`config.mk`:
```
export PLATFORM = sky130hd
export DESIGN_NAME = pipe_scoreboard
export DESIGN_NICKNAME = d
export VERILOG_FILES = /design/src/rtl/pipe_scoreboard.sv
export SDC_FILE = /design/constraint.sdc
export NUM_CORES = 1
export LEC_CHECK = 0
export CELL_PAD_IN_SITES_DETAIL_PLACEMENT = 2
export CELL_PAD_IN_SITES_GLOBAL_PLACEMENT = 2
export CORE_ASPECT_RATIO = 0.7
export CORE_MARGIN = 3
export CORE_UTILIZATION = 26
export DETAILED_ROUTE_END_ITERATION = 8
export PLACE_DENSITY = 0.76
export REMOVE_ABC_BUFFERS = 1
export SLEW_MARGIN = 40
export SYNTH_ARGS = -nofsm -noshare
export SYNTH_HDL_FRONTEND = slang
export SYNTH_SLANG_ARGS = --single-unit
```
`constraint.sdc`:
```
create_clock -name clk -period 2.1 [get_ports clk]
set_input_delay 0.21 -clock clk [delete_from_list [all_inputs] [get_ports clk]]
set_output_delay 0.21 -clock clk [all_outputs]
set_load 0.02 [all_outputs]
```
`src/rtl/pipe_scoreboard.sv`:
```
// Register-dependency scoreboard for an in-order pipeline: selects the forwarding source per
// operand and raises a load-use stall when the youngest producer is a load not yet available.
module pipe_scoreboard #(
  parameter int unsigned NREG     = 8,
  parameter int unsigned DEPTH    = 3,
  parameter int unsigned LD_AVAIL = 1,
  parameter bit          ZERO_REG = 1'b0,
  localparam int unsigned RW      = (NREG > 1) ? $clog2(NREG) : 1
) (
  input  logic          clk,
  input  logic          rst,
  input  logic          issue_valid,
  input  logic          issue_wr,
  input  logic          issue_ld,
  input  logic [RW-1:0] issue_rd,
  input  logic [RW-1:0] issue_rs1,
  input  logic [RW-1:0] issue_rs2,
  input  logic          rs1_used,
  input  logic          rs2_used,
  input  logic          flush,
  output logic [2:0]    fwd_rs1,
  output logic [2:0]    fwd_rs2,
  output logic          stall,
  output logic [15:0]   stall_cnt,
  output logic          busy
);

  logic [DEPTH-1:0] valid_q, wr_q, ld_q;
  logic [RW-1:0]    rd_q [DEPTH];
  logic [15:0]      stall_cnt_q;

  logic [2:0] sel1, sel2;
  logic       hazard1, hazard2;
  logic       load_en;

  // Scan oldest to youngest so the youngest matching producer is the one left selected.
  always_comb begin
    sel1    = '0;
    sel2    = '0;
    hazard1 = 1'b0;
    hazard2 = 1'b0;
    for (int k = DEPTH - 1; k >= 0; k--) begin
      if (rs1_used && valid_q[k] && wr_q[k] && (rd_q[k] == issue_rs1) &&
          !(ZERO_REG && (issue_rs1 == '0))) begin
        sel1    = 3'(k + 1);
        hazard1 = ld_q[k] && (k < int'(LD_AVAIL));
      end
      if (rs2_used && valid_q[k] && wr_q[k] && (rd_q[k] == issue_rs2) &&
          !(ZERO_REG && (issue_rs2 == '0))) begin
        sel2    = 3'(k + 1);
        hazard2 = ld_q[k] && (k < int'(LD_AVAIL));
      end
    end
  end

  always_comb begin
    fwd_rs1   = issue_valid ? sel1 : 3'd0;
    fwd_rs2   = issue_valid ? sel2 : 3'd0;
    stall     = issue_valid && !flush && (hazard1 || hazard2);
    busy      = |(valid_q & wr_q);
    load_en   = issue_valid && !stall && !flush;
    stall_cnt = stall_cnt_q;
  end

  always_ff @(posedge clk) begin
    if (rst) begin
      valid_q     <= '0;
      wr_q        <= '0;
      ld_q        <= '0;
      stall_cnt_q <= '0;
      for (int k = 0; k < DEPTH; k++) begin
        rd_q[k] <= '0;
      end
    end else begin
      // Entries keep flowing regardless of stall or flush; only entry 0 takes a bubble.
      valid_q <= {valid_q[DEPTH-2:0], load_en};
      wr_q    <= {wr_q[DEPTH-2:0], load_en && issue_wr};
      ld_q    <= {ld_q[DEPTH-2:0], load_en && issue_ld};
      rd_q[0] <= issue_rd;
      for (int k = 1; k < DEPTH; k++) begin
        rd_q[k] <= rd_q[k-1];
      end
      if (stall && (stall_cnt_q != 16'hFFFF)) begin
        stall_cnt_q <= stall_cnt_q + 16'd1;
      end
    end
  end

endmodule

```
==> results of run 1 <==
how the worst max path moves through the flow:
stage / slack, ns / startpoint / cells after the start / end
floorplan: -0.22 / rd_q[0][2]$_SDFF_PP0_ / 6 / stall_cnt[13]$_SDFFE_PP0P_
global placement: -0.57 / issue_rs2[2] / 6 / stall
detailed placement: -0.58 / issue_rs2[2] / 7 / stall_cnt[4]$_SDFFE_PP0P_
CTS: -0.18 / rd_q[0][2]$_SDFF_PP0_ / 6 / stall_cnt[10]$_SDFFE_PP0P_
global route: -0.28 / rd_q[0][1]$_SDFF_PP0_ / 6 / stall_cnt[8]$_SDFFE_PP0P_
finish: -0.22 / rd_q[0][1]$_SDFF_PP0_ / 6 / stall_cnt[8]$_SDFFE_PP0P_
registers in the layout, summed over array words and instances, names as in the netlist:
signal and flops:
wr_q 3, rd_q 9, valid_q 3, ld_q 1
stall_cnt 16
cells in the final DEF, fill, tap and decap left out, types with 3 or more instances in the layout:
| cell type | netlist | routed |
|---|---|---|
| o31ai_2 | 0 | 3 |
| buf_4 | 2 | 31 |
| or4_4 | 2 | 6 |
| nand3_1 | 12 | 10 |
| nor2_1 | 8 | 8 |
| nor3_1 | 3 | 3 |
| dfxtp_1 | 32 | 29 |
| and3_1 | 4 | 3 |
| a211oi_2 | 0 | 3 |
| buf_6 | 1 | 5 |
| nor2b_1 | 18 | 18 |
| dlygate4sd2_1 | 0 | 6 |
| o31ai_1 | 8 | 4 |
| a21oi_2 | 0 | 5 |
| xor2_1 | 16 | 16 |
| or4_1 | 7 | 3 |
| nand2_1 | 10 | 10 |
| dfxtp_2 | 0 | 3 |
| clkdlybuf4s50_1 | 0 | 27 |
| nor4_2 | 0 | 3 |
| a21oi_1 | 11 | 6 |
| and2_1 | 4 | 4 |
| nand4_1 | 4 | 4 |
| clkbuf_8 | 0 | 5 |
report_power, final:
group | internal [mW] | switching, mW | total [mW] | leakage [nW]
logic | 0.0601 | 0.0541 | 0.114 | 0.634
registers | 0.617 | 0.0102 | 0.628 | 0.261
clock network | 0.352 | 0.237 | 0.590 | 0.0552
cells in the mapped netlist, drive strengths merged (2+ instances only):
| master | count |
|---|---|
| or4 | 9 |
| o21ai | 2 |
| dfxtp | 32 |
| a211oi | 3 |
| nor4 | 5 |
| xor2 | 16 |
| a21oi | 11 |
| nor2b | 18 |
| nor3 | 3 |
| nor2 | 8 |
| nand3 | 12 |
| nand2 | 10 |
| nand2b | 2 |
| mux2 | 4 |
| and4 | 2 |
| a21boi | 2 |
| o31ai | 8 |
| clkbuf | 6 |
| xnor2 | 2 |
| or3 | 2 |
| inv | 3 |
| buf | 3 |
| and2 | 4 |
| and3 | 4 |
| nand4 | 4 |
stage by stage:
step | utilization [%] | power (mW)
after CTS | 42.7 | 1.34
after global routing | 43.5 | 1.38
after global placement | 37.8 | 0.748
after detailed placement | 37.8 | 0.754
after floorplan | - | 0.672
final | 43.5 | 1.33
layout make-up:
cell class | count | area share [%]
clock buffer | 6 | 2.84
clock inverter | 2 | 1.37
inverter | 3 | 0.441
multi-input combinational | 139 | 42.0
sequential | 32 | 25.3
tap | 75 | 3.68
timing repair buffer | 71 | 24.4
worst max-delay path: stages (launching register included):
cell     delay, ns
dfxtp_2       0.34
xor2_1        0.18
or4_4         0.56
a211o_4       0.41
buf_6         0.14
or4_4         0.51
a21oi_2       0.13
routing by layer:
| layer | wire length (µm) | vias up | track usage (%) |
|---|---|---|---|
| li1 | - | 784 | - |
| met1 | 2830 | 811 | 23.8 |
| met2 | 2910 | 28 | 29.9 |
| met3 | 207 | 4 | 4.28 |
| met4 | 37 | 0 | 3.14 |
| met5 | 0 | - | 0 |
kinds of logic (layout without fill, tap and decap cells):
logic type / count (synthesis) / after routing
AOI/OAI and AO/OA: 30 / 30
adders and majority gates: 1 / 1
buffers and inverters: 12 / 82
other: 1 / 2
DFF: 32 / 32
xor gates and xnor gates: 18 / 18
and+or+nand+nor: 84 / 84
muxes: 4 / 4
timing repair:
action                                  in CTS  in global routing
resized for setup                           57                 17
hold buffers                                 0                  0
pin swaps                                   22                  3
endpoints found under the setup margin      20                 21
setup buffers                                8                  1
hold endpoints to repair                     0                  0
==> flow_summary.yaml, run 1 <==
outcome:
  status: "complete, but fails checks"
  violations: "negative setup slack"
floorplanning:
  start_util_pct: 27.5
  placementRows: 23
  die_h_um: 71.9
  core_um2: 5870
  die-area_um2: 7190
  die_x_um: 100
  ioPinCount: 41
synthesis:
  ys_types: 34
  netlist_top_cells_area: "dfxtp_1, xor2_1, nor2b_1, nand3_1, o31ai_1"
  yosys_register_bits: 32
  synthXorXnorAreaFrac_pct: 9.78
  syn_inst: 182
  synthAdderAreaFrac_pct: 0.776
  syn_area_um2: 1610
  synth.mux.area_fraction_pct: 2.80
  synth-compound-area-share_pct: 12.8
  ys.flop_type: "dfxtp_1"
  synth.yosys.seq_area_share_pct: 39.8
  synth-simple-area-share_pct: 30.1
  yosysTopAreaCell: "dfxtp_1"
  avgSynthCellArea_um2: 8.85
  async_flop_share_pct: 0
  synth_edf_count: 0
  synth_top_area_share_pct: 39.8
  synth_top_family_by_area: "simple AND/OR/NAND/NOR gates"
  yosys_warnings: 0
hold_path:
  min_from: "wr_q[1]$_SDFF_PP0_"
  hp-class: "reg2reg"
  min_to: "wr_q[2]$_SDFF_PP0_"
  whs_path_depth: 1
route:
  wl_per_cell_um: 18.2
  ant_nets: 0
  vias_per_cell: 4.96
  wirelength_um: 5980
  drtIter0Drc: 49
  drtPass1Iterations: 4
  vias: 1627
  drc_errors: 0
cts:
  cts.path.max_buffers: 2
  cts_root_buffer: "clkbuf_8"
  cts-htree-levels: 2
  cts_tree: "done"
  clock_latency_ns: 0.29
  clk_pin_slew_ns: 0.08
  clock-sinks: 32
  cts_made_buffers: 5
critical_path:
  worst-path-max-fanout: 6
  r2r-start: "rd_q[0][1]$_SDFF_PP0_"
  r2r-end: "stall_cnt[8]$_SDFFE_PP0P_"
  start_kind: "flop"
  critPathKind: "reg2reg"
  arrival_ns: 2.54
  cp.required_ns: 2.33
  r2r_setup_slack_ns: -0.22
  endpoint_kind: "flop"
  r2r.worst_path.cells: 6
sta:
  hold_ws_ns: 0.467
  max_freq_ghz: 0.432
  tns_ns: -2.15
  hold_violations: 0
  min_period_ns: 2.32
  finClkSkew_ns: 0.0117
  setup_ws_ns: -0.217
  finalSetupViolations: 17
  drv_slew: 0
  rsz0062_at_grt: "true"
  timing.final.crit_share_pct: 110
placement:
  hpwlAfterDp_um: 4180
  place_inst: 311
  place_area_um2: 2220
  gp_congestion: 0.777
  place_ws_ns: -0.583
  io_buffers: 38
global_routing:
  grt_antenna_before_repair: 0
  grt_max_degree: 20
  grt_pass1_vias: 1811
  grt.overflow.total: 0
  track_usage_pct: 17.9
  grt_first_pass_wirelength_um: 9920
final_layout:
  multi_input_area_um2: 1070
  antenna_cells: 0
  syn2layout_area_growth_pct: 58.3
  fillerInstances: 652
  seqCellArea_um2: 644
  layout-drive-gt1-share_pct: 33.2
  fin_area_um2: 2550
  num-nets-final: 270
  fin_cells: 328
pwr:
  powerDensity_nw_per_um2: 522
  ir_worst_vdd_mv: 0.382
  p_leak_nw: 0.950
job:
  max-cap-violations: 0
Note: power is estimated with default switching activity, not from simulation.
==> run 2: changes to the inputs <==
CORE_MARGIN = unset   (was 3)
TNS_END_PERCENT = 10   (was unset)
==> run 2 against run 1 <==
  * Combinational power barely moved
  * Sequential share of layout area rose by 0.56 points
  * The run still ends with negative setup slack left
  * Utilization fell by 0.32 points
  * First-iteration DRC count fell by 18%
  * Final cell count rose by 0.30%
  * Sequential power barely moved
  * Critical endpoint is now stall_cnt[13]$_SDFFE_PP0P_
  * Largest power group is now the clock network
  * Non-clock buffer count rose by 1
  * Register-to-register slack got worse by 0.08 ns
  * Worst setup slack got worse by 0.077 ns
  * Clock-buffer cell count rose by 1
==> flow_summary.yaml, run 2 (synthesis gave the netlist of run 1 again) <==
outcome:
  status: "complete, but fails checks"
  violations: "negative setup slack"
placement:
  gp_congestion: 0.760
  hpwlAfterDp_um: 4240
  io_buffers: 38
final_layout:
  syn2layout_area_growth_pct: 56.4
  final_util_pct: 43.1
  layout_common_cells: "buf_4, dfxtp_1, clkdlybuf4s50_1, nor2b_1, xor2_1"
  fillerInstances: 640
  layout-drive-gt1-share_pct: 28.3
  antenna_cells: 0
  layout_commonest_cell: "buf_4"
  largest_reg_flops: 16
  num-nets-final: 271
global_routing:
  grt_first_pass_wirelength_um: 9100
  grt_pass1_vias: 1723
  grt_antenna_before_repair: 0
  grt.overflow.total: 0
  track_usage_pct: 19.5
  grt_max_degree: 26
floorplanning:
  die_h_um: 67.9
  die-area_um2: 6520
  ioPinCount: 41
  die_x_um: 96.1
  start_util_pct: 27.6
  core_um2: 5840
  placementRows: 23
sta:
  timing.final.crit_share_pct: 114
  hold_violations: 0
  rsz0062_at_grt: "true"
  max_freq_ghz: 0.418
  finalSetupViolations: 19
  finClkSkew_ns: 0.00604
  setup_ws_ns: -0.294
  drv_slew: 0
  min_period_ns: 2.39
route:
  wl_per_cell_um: 18.7
  drtIter0Drc: 40
  drtPass1Iterations: 4
  wirelength_um: 6160
  vias: 1654
  vias_per_cell: 5.03
  drc_errors: 0
  ant_nets: 0
hold_path:
  min_from: "valid_q[1]$_SDFF_PP0_"
  hp-class: "reg2reg"
cts:
  cts-hold-fix-buffers: 0
  clock-sinks: 32
  cts.path.max_buffers: 2
  clk_pin_slew_ns: 0.07
  cts_tree: "done"
  cts_made_buffers: 5
  clock_latency_ns: 0.29
  cts-htree-levels: 2
  cts_root_buffer: "clkbuf_8"
critical_path:
  crit_buf_inv: 2
  start_kind: "flop"
  worst-path-max-fanout: 6
  cp.required_ns: 2.28
  critPathTopFamily: "simple AND/OR/NAND/NOR gates"
  cp_cell_sequence: "xor2_1, or4_4, a211o_4, inv_1, buf_4, and4_1, mux2_2"
  r2r-start: "rd_q[0][1]$_SDFF_PP0_"
  cp_slowest_cell: "or4_4"
  cp_slowest_stage_delay_ns: 0.57
  r2r_setup_slack_ns: -0.29
  critPathKind: "reg2reg"
  arrival_ns: 2.58
  crit_path_start: "rd_q[0][1]$_SDFF_PP0_"
  endpoint_kind: "flop"
pwr:
  cellInternalPower_mw: 1.09
  switching_share_pct: 22.3
  power.total_mw: 1.40
  seqPwrFrac_pct: 44.6
  ir_worst_vdd_mv: 0.219
  powerDensity_nw_per_um2: 557
  power_frac_comb_pct: 7.9
  pwr-share-clk_pct: 47.5
  p_leak_nw: 0.983
  p_sw_mw: 0.313
job:
  max-cap-violations: 0
run 2: timing repair:
action                                  4_1_cts  5_1_grt
endpoints found under the setup margin       19       21
gates cloned                                  1        0
pin swaps                                    11        8
setup buffers                                 2        1
gates resized for setup                      45       14
run 2: worst register-to-register path: stages (launching register included):
cell and delay [ns]:
dfxtp_4 0.37, xor2_1 0.18, or4_4 0.57, a211o_4 0.41
inv_1 0.12, buf_4 0.14, and4_1 0.18, mux2_2 0.32
run 2: path summary, 6_finish.rpt:
kind	end	cells past startpoint
setup / recovery	stall_cnt[13]$_SDFFE_PP0P_	7
hold reg to reg	valid_q[2]$_SDFF_PP0_	1
setup reg to reg	stall_cnt[13]$_SDFFE_PP0P_	7
hold / removal	valid_q[2]$_SDFF_PP0_	1
run 2: power by group through the flow:
| stage | clock network, mW | registers (mW) | logic, mW |
|---|---|---|---|
| finish | 0.667 | 0.627 | 0.111 |
| global route | 0.707 | 0.628 | 0.119 |
| CTS | 0.682 | 0.627 | 0.109 |
| detailed placement | 0 | 0.641 | 0.112 |
| global placement | 0 | 0.640 | 0.108 |
| floorplan | 0 | 0.638 | 0.0344 |
run 2: metal layers:
layer	global-route usage (%)	wire length, µm
met5	0	0
met4	6.72	55
met3	3.67	220
met2	30.3	2650
met1	27.1	3240
run 2: cell type report:
class | count | area, µm² | area share, %
multi-input cells | 139 | 996 | 39.5
flip-flops and latches | 32 | 651 | 25.8
repair buffers | 72 | 642 | 25.5
clock buffers | 7 | 96.3 | 3.82
well taps | 75 | 93.8 | 3.72
clock inverters | 1 | 30.0 | 1.19
inverters | 3 | 11.3 | 0.447
run 2: stage by stage:
| step | cell area [µm²] | worst slack (ns) | setup TNS (ns) | instances | hold WS [ns] |
|---|---|---|---|---|---|
| 2_1_floorplan | 1570 | -0.222 | -0.822 | 174 | 0.279 |
| 3_3_place_gp | 2270 | -0.566 | -9.40 | 317 | 0.441 |
| 3_5_place_dp | 2270 | -0.635 | -9.93 | 317 | 0.456 |
| 4_1_cts | 2480 | -0.194 | -2.34 | 328 | 0.466 |
| 5_1_grt | 2520 | -0.346 | -4.79 | 329 | 0.480 |
| 6_report | 2520 | -0.294 | -3.89 | 329 | 0.463 |
==> RTL change 1: new RTL, settings of run 2 <==
The parameter `NREG` goes from 8 to 32.
--- a/src/rtl/pipe_scoreboard.sv
+++ b/src/rtl/pipe_scoreboard.sv
@@ -1,7 +1,7 @@
 // Register-dependency scoreboard for an in-order pipeline: selects the forwarding source per
 // operand and raises a load-use stall when the youngest producer is a load not yet available.
 module pipe_scoreboard #(
-  parameter int unsigned NREG     = 8,
+  parameter int unsigned NREG     = 32,
   parameter int unsigned DEPTH    = 3,
   parameter int unsigned LD_AVAIL = 1,
   parameter bit          ZERO_REG = 1'b0,
Interface: changed (resized issue_rd, issue_rs1 and issue_rs2); port bits go from 41 to 47. No check against the original RTL was run, so the function may have changed too.
==> RTL change 1 against run 2 <==
- routed wire length grew 7.5%
- sequential cell count grew 6
- combinational power grew 53%
- power grew 2.3%
- final area grew 12%
- critical path type unchanged
- largest cell class unchanged
- clock skew grew 0.0056 ns
- worst setup slack gained 0.32 ns
- sequential share of layout area grew 1.3 points
- synthesized area grew 20%
==> RTL change 1: results (changes against run 2) <==
Status: finished, final reports clean
Port buffer count: 44 (+16%)
Largest net degree at the start of global routing: 25 (-3.8%)
Synth area leaders: dfxtp_1 39%, xor2_1 11%, nor2b_1 6.8%, a21oi_1 4.4%, xnor2_1 4.1%
NumNets Final: 302 (+11%)
Arr. time, crit path: 2.31 ns (-0.27 ns)
Via/cell ratio: 4.90 (-2.6%)
DR iter-0 viols: 42 (+5.0%)
Root buf cell: clkbuf_8
Diode count: 0 (unchanged)
Vias in the first global route: 1,992 (+16%)
Max reg flops: 16 (unchanged)
All-Layer GR Usage: 17.7% (-1.9 points)
Worst hold path class: flip-flop to flip-flop
Final worst slack: 0.0237 ns (+0.317 ns)
Layout cell share with drive strength beyond 1: 24.0% (-4.3 points)
Reg2Reg Depth: 7 (unchanged)
RR Startpoint: rd_q[0][4]
Lkg Pwr: 1.11 nW (+13%)
Peak supply drop: 0.207 mV (-5.7%)
WL final: 6.63 mm (+7.5%)
Synth cell count leaders: 38 x dfxtp_1, 24 x xor2_1, 21 x nor2b_1
CP Max Fanout: 12 (+6)
Synth cell types: 40 (+18%)
CTS buffer count: 5 (unchanged)
Worst setup path class: flip-flop to flip-flop
Clock slew at reported path FFs: 0.08 ns
Reg2reg end: stall_cnt[4]
Post-DP Area: 2610 µm² (+15%)
Async S/R FF share, synth: 0% (unchanged)
Clock buffer depth: 2 (unchanged)
Filler Cell Count: 787 (+23%)
Final Skew: 0.0116 ns (+0.00560 ns)
Routability cong.: 0.801 (+5.4%)
First-pass GRT wire length: 10.4 mm (+15%)
CTS hold repair buffers: 0 (unchanged)
Dpl hpwl: 4.97 mm (+17%)
Warnings from Yosys: 0 (unchanged)
Worst-Skew Late Latency: 0.29 ns (about the same)
Initial antenna violation count: 0 (unchanged)
H-tree Lvls: 2 (unchanged)
Post-Place Worst Slack: -0.491 ns (+0.144 ns)
DRT Pass-1 Iters: 4 (unchanged)
Register area share after synthesis: 39.2% (-0.55 points)
RTL change 1: cell types whose count changed after synthesis, sizes merged, moves of 5 or more:
| cell | delta |
|---|---|
| a21oi | +6 |
| dfxtp | +6 |
| nand2 | -5 |
| nand4 | +6 |
| xnor2 | +7 |
| xor2 | +8 |
RTL change 1: layout make-up:
| class | count | area, µm² | share of cell area [%] |
|---|---|---|---|
| clock buffers | 7 | 86.3 | 3.05 |
| clock inverters | 1 | 5.00 | 0.177 |
| inverters | 1 | 3.75 | 0.133 |
| multi-input cells | 163 | 1210 | 42.6 |
| flip-flops and latches | 38 | 767 | 27.1 |
| well taps | 94 | 118 | 4.15 |
| repair buffers | 69 | 646 | 22.8 |
RTL change 1: worst min-delay path by stage:
stage / startpoint / end / slack, ns / cells after the start
5_1_grt: issue_rd[3] / rd_q[0][3] / 0.47 / 2
2_1_floorplan: rst / stall_cnt[0] / 0.28 / 1
3_5_place_dp: valid_q[1] / valid_q[2] / 0.46 / 1
3_3_place_gp: valid_q[1] / valid_q[2] / 0.44 / 1
4_1_cts: issue_rd[4] / rd_q[0][4] / 0.47 / 2
6_report: wr_q[1] / wr_q[2] / 0.47 / 1
RTL change 1: routing by layer:
layer	up-vias	GRT usage (%)	share of wire, %
met4	0	4.23	0.86
li1	881	-	-
met3	6	4.03	2.6
met2	29	30.2	49
met5	-	0	0
met1	910	23.0	48
RTL change 1: kinds of logic (layout without fill, tap and decap cells):
kind of cell | after synthesis | in the layout | synth area share (%)
multiplexers | 2 | 2 | 1.16
other | 1 | 2 | 0.193
flip-flops | 38 | 38 | 39.2
XOR/XNOR | 33 | 33 | 14.9
AND/OR/NAND/NOR | 94 | 94 | 30.7
AO/OA/AOI/OAI | 31 | 31 | 9.61
buffers and inverters | 12 | 78 | 3.61
adder cells (fa/ha/maj) | 1 | 1 | 0.645
RTL change 1: timing repair:
| item | CTS | global route |
|---|---|---|
| setup buffers | 0 | 1 |
| gates resized for setup | 25 | 31 |
| pin swaps | 7 | 14 |
| hold endpoints to repair | 0 | 0 |
| gates cloned | 0 | 1 |
| setup endpoints to repair | 13 | 16 |
RTL change 1: critical path, stage by stage (launching register included):
cell	delay (ns)
dfxtp_4	0.36
xor2_1	0.17
nor4_2	0.36
nand4_2	0.13
and2_4	0.19
buf_12	0.15
or4_1	0.53
a21oi_2	0.12
RTL change 1: stage by stage:
| stage | cells | hold WS (ns) |
|---|---|---|
| after floorplan | 202 | 0.279 |
| after global placement | 363 | 0.441 |
| after detailed placement | 363 | 0.462 |
| after CTS | 371 | 0.471 |
| after global routing | 373 | 0.470 |
| final | 373 | 0.468 |
RTL change 1: report_power, final:
group          switching [mW]  total, mW  internal (mW)
sequential             0.0140      0.748          0.734
combinational          0.0832      0.170         0.0870
clock                   0.253      0.518          0.265
total                   0.350       1.44           1.09
==> RTL change 2: new RTL, flow settings as in run 2 <==
Without the edit above. Make the reset (`rst`) asynchronous in one clocked block.
--- a/src/rtl/pipe_scoreboard.sv
+++ b/src/rtl/pipe_scoreboard.sv
@@ -62,7 +62,7 @@
     stall_cnt = stall_cnt_q;
   end
 
-  always_ff @(posedge clk) begin
+  always_ff @(posedge clk or posedge rst) begin
     if (rst) begin
       valid_q     <= '0;
       wr_q        <= '0;
Check against the original RTL: differs if rst is asserted again (counterexample within 4 cycles, from zero or initial values and one cycle with rst high); with rst held inactive, the same outputs for 10 cycles.
==> RTL change 2 against run 2 <==
- sequential share of layout area increased by 6.9 points
- final area decreased by 2.9%
- power decreased by 6.2%
- sequential cell count unchanged
- critical path depth unchanged
- combinational power increased by 32%
- worst setup slack improved by 0.37 ns
- synthesized area increased by 2.6%
- utilization decreased by 1.9 points
- die area increased by 2.6%
- routed wire length decreased by 13%
- hold slack got worse by 0.14 ns
- clock power decreased by 21%
- largest cell class unchanged
==> RTL change 2: results (changes against run 2) <==
Filler Cell Count: 634 (-0.94%)
Synth Area per Inst: 11.4 µm² (+29%)
Register area share after synthesis: 48.4% (+8.7 points)
Via/cell ratio: 4.77 (-5.1%)
Met2 wire len: 2.51 mm (-5.2%)
Die area: 6690 µm² (+2.6%)
Arr. time, crit path: 1.81 ns (-0.77 ns)
Data buffer area share: 22.8% (-2.7 points)
Synth area leaders: dfrtp_1 48%, xor2_1 15%, nor3_2 3.6%, nor4_1 3.4%, nand3_1 2.7%
Sw power: 0.324 mW (+3.7%)
Routed wire per std cell: 18.5 µm (-1.0%)
Synth cell types: 36 (+5.9%)
Synth cell count leaders: 32 x dfrtp_1, 29 x xor2_1, 9 x nand2_1, 9 x nand3_1, 9 x nor4_1
CP Max Fanout: 3 (-3)
Async S/R FF share, synth: 100% (+100 points)
Met2 usage: 28.4% (-1.9 points)
Met3 WL: 147 µm (-33%)
Reg2Reg Depth: 8 (+1)
Layout cell share with drive strength beyond 1: 29.1% (+0.76 points)
Multi-In Gates: 107 (-23%)
FF/Latch Area: 801 µm² (+23%)
Final Skew: 0.00281 ns (-0.00323 ns)
Placed Cells: 278 (-12%)
RR Startpoint: rd_q[7]
Non-clk bufs: 64 (-11%)
Status: finished, final reports clean
Sequential cell area share: 32.7% (+6.9 points)
Comb pwr share: 11.1% (+3.2 points)
NumNets Final: 231 (-15%)
Largest net degree at the start of global routing: 33 (+27%)
Flop pwr share: 49.0% (+4.4 points)
Diode count: 0 (unchanged)
Dpl hpwl: 3.78 mm (-11%)
All-Layer GR Usage: 17.2% (-2.4 points)
Lkg Pwr: 1.10 nW (+11%)
Fraction of area in multi-input gates: 36.3% (-3.2 points)
Routability cong.: 0.858 (+13%)
M3 GR Usage: 3.63% (-0.038 points)
Worst hold path class: input pin to async pin
First-pass GRT wire length: 8.40 mm (-7.7%)
Peak supply drop: 0.206 mV (-6.0%)
Post-DP Area: 2270 µm² (+0.39%)
Global-route track usage on met1: 22.7% (-4.4 points)
Post-Place Worst Slack: -0.525 ns (+0.109 ns)
CP startpoint: rd_q[7]
Clk tree area frac: 3.94% (-1.1 points)
RTL change 2: logic make-up after synthesis:
| logic type | synth area share [%] |
|---|---|
| and+or+nand+nor | 26.4 |
| other | 0.227 |
| AOI/OAI and AO/OA | 3.48 |
| adders and majority gates | 0.756 |
| xor gates and xnor gates | 16.9 |
| DFF | 48.4 |
| muxes | 1.29 |
| buffers and inverters | 2.50 |
RTL change 2: critical path, cell delays in order (launching register included):
cell and delay [ns]:
dfrtp_1 0.40, buf_4 0.16, xor2_2 0.15, nor4_4 0.26, buf_4 0.19, a21oi_2 0.05
nor2b_2 0.15, buf_4 0.16
RTL change 2: final timing paths:
check,to,slack (ns)
max,fwd_rs2[0],0.08
min,rd_q[8],0.32
max reg2reg,stall_cnt[1],0.08
min reg2reg,wr_q[2],0.39
max in group asynchronous,wr_q[2],1.47
min in group clk,rd_q[7],0.36
RTL change 2: what timing repair did:
item | CTS | global route
pin swaps | 3 | 1
endpoints found under the setup margin | 7 | 8
resized for setup | 31 | 10
setup buffers | 2 | 1
